File: src/rtl/exu_muldiv_ctrl_pkg.sv
// Shared definitions for the M-extension multiply/divide sequencer.
// Contents: one-hot op bit indices, 2-bit FSM state encoding, divider
// iteration count and counter width, special-case result constants,
// the multiplier pipeline stage record and the op decoder.
package exu_muldiv_ctrl_pkg;

    // Bit positions inside the one-hot op vector
    localparam int OP_MUL    = 0;
    localparam int OP_MULH   = 1;
    localparam int OP_MULHSU = 2;
    localparam int OP_MULHU  = 3;
    localparam int OP_DIV    = 4;
    localparam int OP_DIVU   = 5;
    localparam int OP_REM    = 6;
    localparam int OP_REMU   = 7;

    // FSM state encoding
    localparam logic [1:0] S_IDLE = 2'd0;
    localparam logic [1:0] S_MUL  = 2'd1;
    localparam logic [1:0] S_DIV  = 2'd2;
    localparam logic [1:0] S_DONE = 2'd3;

    localparam int DIV_ITER_DEF = 32;
    localparam int CNT_W        = 5;

    localparam logic [31:0] ALL_ONES = 32'hFFFF_FFFF;
    localparam logic [31:0] INT_MIN  = 32'h8000_0000;

    // One multiplier pipeline stage. Only the low 64 bits of the 66-bit
    // signed product ever reach a result, so the top two are not carried.
    typedef struct packed {
        logic        hi;
        logic [63:0] prod;
    } mul_stage_t;

    // Normalises the dispatch op: bit0 wins over anything else, otherwise a
    // clean one-hot passes through; zero or multi-hot without bit0 -> 0 (drop).
    function automatic logic [7:0] op_decode(input logic [7:0] op);
        logic [7:0] r;
        r = 8'd0;
        if (op[OP_MUL]) begin
            r[OP_MUL] = 1'b1;
        end else if ((op != 8'd0) && ((op & (op - 8'd1)) == 8'd0)) begin
            r = op;
        end
        return r;
    endfunction

endpackage

File: src/rtl/exu_muldiv_ctrl_if.sv
// Dispatch / write-back bus of the muldiv sequencer.
// master: dispatch + write-back arbiter side (drives req, operands, op, rd,
//         flush, wb_ready_i; observes busy and the result).
// slave : the muldiv unit.
interface exu_muldiv_ctrl_if;
    logic        req_i;
    logic [31:0] op1_i;
    logic [31:0] op2_i;
    logic [7:0]  op_i;
    logic [4:0]  rd_addr_i;
    logic        flush_i;
    logic        busy_o;
    logic        wb_valid_o;
    logic        wb_ready_i;
    logic [31:0] wb_data_o;
    logic [4:0]  wb_rd_o;

    modport master (
        output req_i, op1_i, op2_i, op_i, rd_addr_i, flush_i, wb_ready_i,
        input  busy_o, wb_valid_o, wb_data_o, wb_rd_o
    );

    modport slave (
        input  req_i, op1_i, op2_i, op_i, rd_addr_i, flush_i, wb_ready_i,
        output busy_o, wb_valid_o, wb_data_o, wb_rd_o
    );
endinterface

File: src/rtl/exu_div_iter.sv
// Radix-2 restoring divider datapath for unsigned magnitudes.
// Ports: clk, rst (sync, active-high); start loads dividend/divisor and
// clears the counter; step performs one subtract-shift; clear (flush)
// resets the counter; done pulses on the step at the terminal count;
// quot/rem are the post-step values, meaningful when done is high.
module exu_div_iter
    import exu_muldiv_ctrl_pkg::*;
#(
    parameter int DIV_ITER = DIV_ITER_DEF
) (
    input  logic        clk,
    input  logic        rst,
    input  logic        start,
    input  logic        step,
    input  logic        clear,
    input  logic [31:0] dividend,
    input  logic [31:0] divisor,
    output logic        done,
    output logic [31:0] quot,
    output logic [31:0] rem
);
    localparam logic [CNT_W-1:0] CNT_LAST = CNT_W'(DIV_ITER - 1);

    logic [31:0]      quot_q;
    logic [31:0]      rem_q;
    logic [31:0]      dvsr_q;
    logic [CNT_W-1:0] cnt;
    logic [32:0]      shifted;
    logic [32:0]      diff;

    // Quotient register starts as the dividend; its MSB shifts into the
    // partial remainder while quotient bits shift in at the bottom.
    always_comb begin
        shifted = {rem_q, quot_q[31]};
        diff    = shifted - {1'b0, dvsr_q};
        if (diff[32]) begin
            rem  = shifted[31:0];
            quot = {quot_q[30:0], 1'b0};
        end else begin
            rem  = diff[31:0];
            quot = {quot_q[30:0], 1'b1};
        end
        done = step && (cnt == CNT_LAST);
    end

    always_ff @(posedge clk) begin
        if (rst || clear || start) begin
            cnt <= '0;
        end else if (step && (cnt != CNT_LAST)) begin
            cnt <= cnt + 1'b1;
        end
    end

    always_ff @(posedge clk) begin
        if (start) begin
            quot_q <= dividend;
            rem_q  <= 32'd0;
            dvsr_q <= divisor;
        end else if (step) begin
            quot_q <= quot;
            rem_q  <= rem;
        end
    end

endmodule

File: src/rtl/exu_muldiv_ctrl.sv
// Multi-cycle sequencer for the M-extension unit: pipelined multiplier,
// iterative divider and a valid/ready write-back port.
// Ports: clk, rst (sync, active-high), bus (slave modport): req/op/operands/
// rd from dispatch, flush, busy back to dispatch, wb_valid/wb_data/wb_rd to
// the write-back arbiter with wb_ready back.
module exu_muldiv_ctrl
    import exu_muldiv_ctrl_pkg::*;
#(
    parameter int MUL_STAGES = 2,
    parameter int DIV_ITER   = DIV_ITER_DEF
) (
    input  logic             clk,
    input  logic             rst,
    exu_muldiv_ctrl_if.slave bus
);
    localparam int TAP = (MUL_STAGES > 1) ? MUL_STAGES - 2 : 0;

    function automatic logic [31:0] fix_sign(input logic [31:0] v, input logic neg);
        return neg ? (~v + 32'd1) : v;
    endfunction

    logic [1:0]  state;
    logic        busy;
    logic        wb_valid;
    logic [31:0] wb_data;
    logic [4:0]  wb_rd;

    logic [7:0]  op_dec;
    logic        accept, is_mul, is_div, div_signed, is_rem;
    logic        div0, div_ovf;
    logic [31:0] special_data, div_a_abs, div_b_abs;
    logic [32:0] mul_a, mul_b;
    logic [63:0] mul_a64, mul_b64;

    mul_stage_t  mul_in, mul_tap;
    mul_stage_t  mul_pipe_p [3];
    logic [2:0]  mul_vld_p;
    logic        mul_tap_vld;
    logic [31:0] mul_result;

    logic [4:0]  rd_q;
    logic        neg_q, neg_r, rem_sel;
    logic        div_start, div_step, div_done;
    logic [31:0] div_quot, div_rem, div_result;

    always_comb begin
        op_dec     = op_decode(bus.op_i);
        is_mul     = |op_dec[3:0];
        is_div     = |op_dec[7:4];
        div_signed = op_dec[OP_DIV] | op_dec[OP_REM];
        is_rem     = op_dec[OP_REM] | op_dec[OP_REMU];
        accept     = bus.req_i & (state == S_IDLE) & ~bus.flush_i & (|op_dec);

        div0    = (bus.op2_i == 32'd0);
        div_ovf = div_signed & (bus.op1_i == INT_MIN) & (bus.op2_i == ALL_ONES);
        if (div0) begin
            special_data = is_rem ? bus.op1_i : ALL_ONES;
        end else begin
            special_data = is_rem ? 32'd0 : INT_MIN;
        end
        div_a_abs = fix_sign(bus.op1_i, div_signed & bus.op1_i[31]);
        div_b_abs = fix_sign(bus.op2_i, div_signed & bus.op2_i[31]);
        div_start = accept & is_div & ~(div0 | div_ovf);
        div_step  = (state == S_DIV);

        // 33-bit operand extension; the product is formed modulo 2^64
        mul_a       = {(op_dec[OP_MUL] | op_dec[OP_MULH] | op_dec[OP_MULHSU]) & bus.op1_i[31], bus.op1_i};
        mul_b       = {(op_dec[OP_MUL] | op_dec[OP_MULH]) & bus.op2_i[31], bus.op2_i};
        mul_a64     = {{31{mul_a[32]}}, mul_a};
        mul_b64     = {{31{mul_b[32]}}, mul_b};
        mul_in.hi   = ~op_dec[OP_MUL];
        mul_in.prod = mul_a64 * mul_b64;

        // The last product stage feeds the write-back register directly
        if (MUL_STAGES == 1) begin
            mul_tap_vld = accept & is_mul;
            mul_tap     = mul_in;
        end else begin
            mul_tap_vld = mul_vld_p[TAP];
            mul_tap     = mul_pipe_p[TAP];
        end
        mul_result = mul_tap.hi ? mul_tap.prod[63:32] : mul_tap.prod[31:0];

        div_result = rem_sel ? fix_sign(div_rem, neg_r) : fix_sign(div_quot, neg_q);
    end

    // Accept stage: operands latched, product enters stage 0
    always_ff @(posedge clk) begin
        if (accept) begin
            mul_pipe_p[0] <= mul_in;
            rd_q          <= bus.rd_addr_i;
            neg_q         <= div_signed & (bus.op1_i[31] ^ bus.op2_i[31]);
            neg_r         <= div_signed & bus.op1_i[31];
            rem_sel       <= is_rem;
        end
        for (int k = 1; k < 3; k++) begin
            mul_pipe_p[k] <= mul_pipe_p[k-1];
        end
    end

    exu_div_iter #(.DIV_ITER(DIV_ITER)) u_div (
        .clk      (clk),
        .rst      (rst),
        .start    (div_start),
        .step     (div_step),
        .clear    (bus.flush_i),
        .dividend (div_a_abs),
        .divisor  (div_b_abs),
        .done     (div_done),
        .quot     (div_quot),
        .rem      (div_rem)
    );

    // Write-back stage: FSM and result register
    always_ff @(posedge clk) begin
        if (rst) begin
            state     <= S_IDLE;
            busy      <= 1'b0;
            wb_valid  <= 1'b0;
            wb_data   <= 32'd0;
            wb_rd     <= 5'd0;
            mul_vld_p <= '0;
        end else if (bus.flush_i) begin
            // A handshake in this cycle still counts; either way -> IDLE
            state     <= S_IDLE;
            busy      <= 1'b0;
            wb_valid  <= 1'b0;
            mul_vld_p <= '0;
        end else begin
            mul_vld_p <= {mul_vld_p[1:0], accept & is_mul};
            case (state)
                S_IDLE: begin
                    if (accept) begin
                        busy <= 1'b1;
                        if (is_mul) begin
                            if (mul_tap_vld) begin
                                state    <= S_DONE;
                                wb_valid <= 1'b1;
                                wb_data  <= mul_result;
                                wb_rd    <= bus.rd_addr_i;
                            end else begin
                                state <= S_MUL;
                            end
                        end else if (div0 || div_ovf) begin
                            state    <= S_DONE;
                            wb_valid <= 1'b1;
                            wb_data  <= special_data;
                            wb_rd    <= bus.rd_addr_i;
                        end else begin
                            state <= S_DIV;
                        end
                    end
                end
                S_MUL: begin
                    if (mul_tap_vld) begin
                        state    <= S_DONE;
                        wb_valid <= 1'b1;
                        wb_data  <= mul_result;
                        wb_rd    <= rd_q;
                    end
                end
                S_DIV: begin
                    if (div_done) begin
                        state    <= S_DONE;
                        wb_valid <= 1'b1;
                        wb_data  <= div_result;
                        wb_rd    <= rd_q;
                    end
                end
                default: begin
                    if (bus.wb_ready_i) begin
                        state    <= S_IDLE;
                        busy     <= 1'b0;
                        wb_valid <= 1'b0;
                    end
                end
            endcase
        end
    end

    assign bus.busy_o     = busy;
    assign bus.wb_valid_o = wb_valid;
    assign bus.wb_data_o  = wb_data;
    assign bus.wb_rd_o    = wb_rd;

endmodule

File: src/flat_wrapper.sv
// flat-port wrapper written by rule: the top's interface ports become plain ports
module exu_muldiv_ctrl_flat import exu_muldiv_ctrl_pkg::*;
#(
    parameter int MUL_STAGES = 2,
    parameter int DIV_ITER   = DIV_ITER_DEF
)
  (clk, rst, bus_req_i, bus_op1_i, bus_op2_i, bus_op_i, bus_rd_addr_i, bus_flush_i, bus_wb_ready_i, bus_busy_o, bus_wb_valid_o, bus_wb_data_o, bus_wb_rd_o);
  exu_muldiv_ctrl_if bus_i ();
  input  logic clk;
  input  logic rst;
  input wire logic [$bits(bus_i.req_i)-1:0] bus_req_i;
  input wire logic [$bits(bus_i.op1_i)-1:0] bus_op1_i;
  input wire logic [$bits(bus_i.op2_i)-1:0] bus_op2_i;
  input wire logic [$bits(bus_i.op_i)-1:0] bus_op_i;
  input wire logic [$bits(bus_i.rd_addr_i)-1:0] bus_rd_addr_i;
  input wire logic [$bits(bus_i.flush_i)-1:0] bus_flush_i;
  input wire logic [$bits(bus_i.wb_ready_i)-1:0] bus_wb_ready_i;
  output wire logic [$bits(bus_i.busy_o)-1:0] bus_busy_o;
  output wire logic [$bits(bus_i.wb_valid_o)-1:0] bus_wb_valid_o;
  output wire logic [$bits(bus_i.wb_data_o)-1:0] bus_wb_data_o;
  output wire logic [$bits(bus_i.wb_rd_o)-1:0] bus_wb_rd_o;
  assign bus_i.req_i = bus_req_i;
  assign bus_i.op1_i = bus_op1_i;
  assign bus_i.op2_i = bus_op2_i;
  assign bus_i.op_i = bus_op_i;
  assign bus_i.rd_addr_i = bus_rd_addr_i;
  assign bus_i.flush_i = bus_flush_i;
  assign bus_i.wb_ready_i = bus_wb_ready_i;
  assign bus_busy_o = bus_i.busy_o;
  assign bus_wb_valid_o = bus_i.wb_valid_o;
  assign bus_wb_data_o = bus_i.wb_data_o;
  assign bus_wb_rd_o = bus_i.wb_rd_o;
  exu_muldiv_ctrl #(.MUL_STAGES(MUL_STAGES), .DIV_ITER(DIV_ITER)) u_core (.clk(clk), .rst(rst), .bus(bus_i));
endmodule
File: config.mk
export PLATFORM = sky130hd
export DESIGN_NAME = exu_muldiv_ctrl_flat
export DESIGN_NICKNAME = d
export VERILOG_FILES = /design/src/rtl/exu_muldiv_ctrl_pkg.sv /design/src/rtl/exu_muldiv_ctrl_if.sv /design/src/rtl/exu_div_iter.sv /design/src/rtl/exu_muldiv_ctrl.sv /design/src/flat_wrapper.sv
export SDC_FILE = /design/constraint.sdc
export NUM_CORES = 2
export LEC_CHECK = 0
export CAP_MARGIN = 15
export CORE_ASPECT_RATIO = 1.2
export CORE_MARGIN = 2
export CORE_UTILIZATION = 66
export DETAILED_ROUTE_END_ITERATION = 10
export PLACE_DENSITY = 0.92
export SLEW_MARGIN = 10
export SYNTH_ARGS = -nofsm -noshare
export SYNTH_HDL_FRONTEND = slang
export SYNTH_HIERARCHICAL = 1
export SYNTH_SLANG_ARGS = --single-unit
File: constraint.sdc
create_clock -name clk -period 11.9 [get_ports clk]
set_input_delay 1.785 -clock clk [delete_from_list [all_inputs] [get_ports clk]]
set_output_delay 1.785 -clock clk [all_outputs]
set_load 0.1 [all_outputs]
# Word-level counts from Yosys, hierarchy flattened
# Memory sizes are Yosys's and may differ from the RTL's.
# Cells that the tools add are included.
[word_totals]
register_bits = 151
mem_bits_rw = 195
in_bits = 82
word_cells = 134
memories = 1
[memory_table]
columns = ["memory", "depth", "word_bits", "read_ports", "rd_clocked_by_memory_dff", "wr", "line", "source"]
rows = [
  ["u_core.mul_pipe_p", 3, 65, 2, 0, 3, "exu_muldiv_ctrl.sv:36", "mul_stage_t mul_pipe_p [3];"],
]
[op_classes]
add_sub_neg = 7
n_mul = 1
eq_ne = 11
muxes = 48
n_bitwise = 28
reduce_logical = 24
[ops]
columns = ["operator", "n"]
rows = [
  ["$mux W32", 17],
  ["$add A32 B1 Y32 const B", 4],
  ["$not A32 Y32", 4],
  ["$pmux W32 S3", 1],
  ["$eq A32 B32 Y1 const B", 2],
  ["$mul A33 B33 Y64", 1],
  ["$sub A33 B32 Y33", 1],
  ["$logic_not A32 Y1", 1],
  ["$mux W5", 6],
  ["$pmux W5 S3", 1],
  ["$and A1 B1 Y1", 13],
  ["$mux W1", 12],
  ["$mux W2", 6],
  ["$and A8 B8 Y8", 1],
  ["$logic_not A8 Y1", 1],
  ["$mux W8", 1],
  ["$reduce_and A4 Y1", 2],
  ["$reduce_bool A8 Y1", 1],
  ["$reduce_or A4 Y1", 2],
  ["$reduce_or A8 Y1", 1],
  ["$sub A8 B1 Y8 const B", 1],
  ["$mux W7", 1],
  ["$reduce_and A7 Y1", 1],
  ["$ne A2 B1 Y1 const B", 3],
  ["other kinds (22)", 35],
]

# Depth between registers and ports, before layout
[logic_depth]
depth_word = 14
mapped_depth = 36

# Hierarchy
# The synthesis kept the hierarchy.
[modules_own_cells]
columns = ["module", "n_inst", "cells_per_inst", "area_each_um2", "seq_area_each_um2"]
rows = [
  ["exu_muldiv_ctrl", 1, 5274, 46892.5, 3032.9],
  ["exu_div_iter", 1, 680, 6387.4, 2662.6],
]

# Least setup slack after synthesis
# No wires, ideal clock.
[synth_path]
kind = "in2reg"
startpoint = "in bus_op_i[0]"
endpoint = "mem u_core/mul_pipe_p[0][62] in the netlist's numbering, data pin"
setup_time_ns = 0.174
arrival_ns = 10.613
t_required_ns = 11.726
setup_slack_ns = 1.112
stages = 33
path_buffers = 2
path_cell_list = "nor4_2 > nand2_1 > xnor2_1 > o21ai_0 > nand2_1 > o21a_1 > nor2_1 > clkbuf_1 > clkbuf_1 > nand2_1 > inv_1 > fa_1 > inv_1 > fa_1 > fa_1 > inv_1 > fa_1 > fa_1 > fa_1 > inv_1 > fa_1 > fa_1 > inv_1 > ha_1 > a21oi_1 > o21bai_1 > a21oi_1 > o21bai_1 > a21o_1 > a21o_1 > a21oi_1 > mux2_2 > a311oi_1"
[synth_lines]
columns = ["element", "line", "source"]
rows = [
  ["start, declared", "flat_wrapper.sv:14", "input wire logic [$bits(bus_i.op_i)-1:0] bus_op_i;"],
  ["end, declared", "exu_muldiv_ctrl.sv:36", ""],
]

==> reports/metrics.yaml <==
detailed_routing:
  drt_iter0_drc: 6112
  drt-total-wl_um: 175000
  antenna_left: 0
  drc_errors: 0
  firstDrtPassIters: 9
  post_drt_wl_per_cell_um: 25.37
  dr_total_vias: 44523
  via_per_inst: 6.456
timing:
  max_slew.worst_pin.slew_ns: 1.289
  finalCritPeriodShare_pct: 95.84
  min_period_ns: 11.41
  slew_headroom_pct: 13.80
  grt_setup_unrepaired: "false"
  hold_slack_ns: 0.4759
  fmax_ghz: 0.08768
  final.setup.tns_ns: 0
  hold_viol_final: 0
  maxSlewViolCount: 0
  finalSetupViolations: 0
  skew_ns: 0.03187
placed_design:
  place.gp.congestion: 1.040
  io_buffers: 120
  dp_hpwl_um: 134000
  placed_cell_area_um2: 54990
critical_path:
  cp.buffers_inverters: 8
  slowest_stage: "fa_1"
  start_kind: "primary input"
  required_ns: 12.30
  crit_path_max_fanout: 29
  worstPathArrival_ns: 11.80
  worstSetupPathType: "in -> reg"
  max_stage_delay_ns: 0.85
  worstReg2RegEnd: "u_core/bus.wb_data_o[23]$_SDFFE_PP0P_"
  ff2ff_setup_slack_ns: 4.65
  crit_path_end_kind: "register"
  r2r_cells: 22
  crit_top_cell: "fa_1"
  crit_family: "adder cells"
  timing.rr.start: "u_core/u_div/quot_q[31]$_DFFE_PP_"
synthesis:
  synth_area_um2: 53280
  yosysSeqAreaShare_pct: 10.69
  syn_avg_cell_area_um2: 8.949
  netlist_instances: 5954
  synth_edf_count: 137
  yosys_warnings: 6
  synth_top_flop_cell: "edfxtp_1"
  async_flop_share_pct: 0
  syn_nets: 7419
  ys_ff_latch: 216
  ys_types: 89
clock_tree:
  postCtsSetupBuffers: 0
  numCtsBuffers: 26
  cts.htree.levels: 1
  ctsHoldBuffers: 0
  cts_sinks: 216
  clockBufferDepth: 3
  root_buffer: "clkbuf_16"
  postCtsResizedCells: 0
  clk_pin_slew_ns: 0.06
  insertion_delay_ns: 0.58
  cts_tree: "done"
finish:
  nNetsFinal: 7290
  final_common_cell: "inv_1"
  layout-area-overhead-vs-synth_pct: 4.969
  layout-drive-gt1-share_pct: 4.808
  mostFrequentLayoutCells: "inv_1 (1,227), fa_1 (1,126), nand2_1 (913), and2_1 (341), ha_1 (256)"
  fin_area_um2: 55930
  final_util_pct: 69.64
  n_fill_cell: 5700
floorplan:
  die_h_um: 315.2
  die_w_um: 263.4
  coreArea_um2: 80300
  die_area_um2: 83030
  ios: 121
  rows: 114
  start_util_pct: 66.35
run:
  maxCapViolations: 0
min_path:
  hp-start: "u_core/bus.wb_data_o[11]$_SDFFE_PP0P_"
  min_path_cells: 2
  hp-class: "reg -> reg"
  min_to: "u_core/bus.wb_data_o[11]$_SDFFE_PP0P_"
grt:
  antenna_found_initial: 16
  grt_pass1_wl_um: 271400
  grt_usage_pct: 43.63
  grt_overflow: 0
  grt_max_degree: 75
  grt_pass1_vias: 47999
run_status:
  outcome: "complete, no violations"
sequential cells by signal, indices dropped and copies added, names as in the netlist:
signal and count:
u_core/bus.busy_o 1, u_core/bus.wb_data_o 32, u_core/bus.wb_rd_o 5, u_core/bus.wb_valid_o 1, u_core/mul_pipe_p 65, u_core/mul_vld_p 1, u_core/neg_q 1, u_core/neg_r 1
u_core/rd_q 5, u_core/rem_sel 1, u_core/state 2, u_core/u_div/cnt 5, u_core/u_div/dvsr_q 32, u_core/u_div/quot_q 32, u_core/u_div/rem_q 32
routing by layer:
| layer | up-vias | GRT usage, % | routed length (um) |
|---|---|---|---|
| li1 | 17879 | - | - |
| met1 | 21676 | 47.80 | 52440 |
| met2 | 3576 | 67.89 | 78610 |
| met3 | 1366 | 15.36 | 24020 |
| met4 | 26 | 37.97 | 19710 |
| met5 | - | 0 | 204 |
layout make-up:
| cell class | instances | area, um2 | area share, % |
|---|---|---|---|
| Tap cell | 1044 | 1306 | 2.336 |
| Inverter | 1229 | 4616 | 8.253 |
| Sequential cell | 216 | 5697 | 10.19 |
| Antenna cell | 7 | 17.52 | 0.03132 |
| Clock inverter | 15 | 106.4 | 0.1902 |
| Timing Repair Buffer | 243 | 2150 | 3.843 |
| Multi-Input combinational cell | 4109 | 41310 | 73.86 |
| Clock buffer | 33 | 728.2 | 1.302 |
how the worst max path moves through the flow:
stage / to / startpoint / slack [ns] / cells after the start
after floorplan: u_core/mul_pipe_p[0][62]$_DFFE_PP_ / bus_op_i[0] / 1.11 / 33
after global placement: u_core/mul_pipe_p[0][62]$_DFFE_PP_ / bus_op_i[4] / 0.42 / 32
after detailed placement: u_core/mul_pipe_p[0][62]$_DFFE_PP_ / bus_op_i[4] / 0.20 / 32
after CTS: u_core/mul_pipe_p[0][62]$_DFFE_PP_ / bus_op_i[4] / 0.75 / 33
after global routing: u_core/mul_pipe_p[0][57]$_DFFE_PP_ / bus_op_i[4] / 0.06 / 32
final: u_core/mul_pipe_p[0][62]$_DFFE_PP_ / bus_op_i[4] / 0.49 / 33
synthesized netlist by cell type (54+ instances only):
cell,number,area [um2]
inv_1,1228,4609
fa_1,1126,22540
nand2_1,913,3427
and2_1,342,2140
clkbuf_1,274,1028
ha_1,257,3216
nor2_1,241,904.6
a21oi_1,167,835.8
xnor2_1,141,1235
edfxtp_1,137,4114
o21ai_0,101,505.5
xor2_1,80,700.7
dfxtp_1,79,1582
buf_1,78,292.8
a21o_1,56,420.4
mux2i_1,54,540.5
cells by family after synthesis:
| family | synth area share (%) |
|---|---|
| multiplexers | 1.839 |
| adder cells (fa/ha/maj) | 48.36 |
| flip-flops | 10.69 |
| AO/OA/AOI/OAI | 8.078 |
| XOR/XNOR | 3.727 |
| AND/OR/NAND/NOR | 15.48 |
| buffers and inverters | 11.82 |
tightest hold or removal path: stages, from the launching register on:
cell and delay (ns):
dfxtp_1 0.32, nand2_1 0.06, a21oi_1 0.05
stage by stage:
step,cells,worst slack [ns]
floorplan,5954,1.112
global placement,6836,0.4201
detailed placement,6836,0.2023
CTS,6884,0.7462
global route,6889,0.06419
finish,6896,0.4945
Power is not shown: default switching activity piles up to over one toggle a cycle in this logic, so the estimate is an artifact.
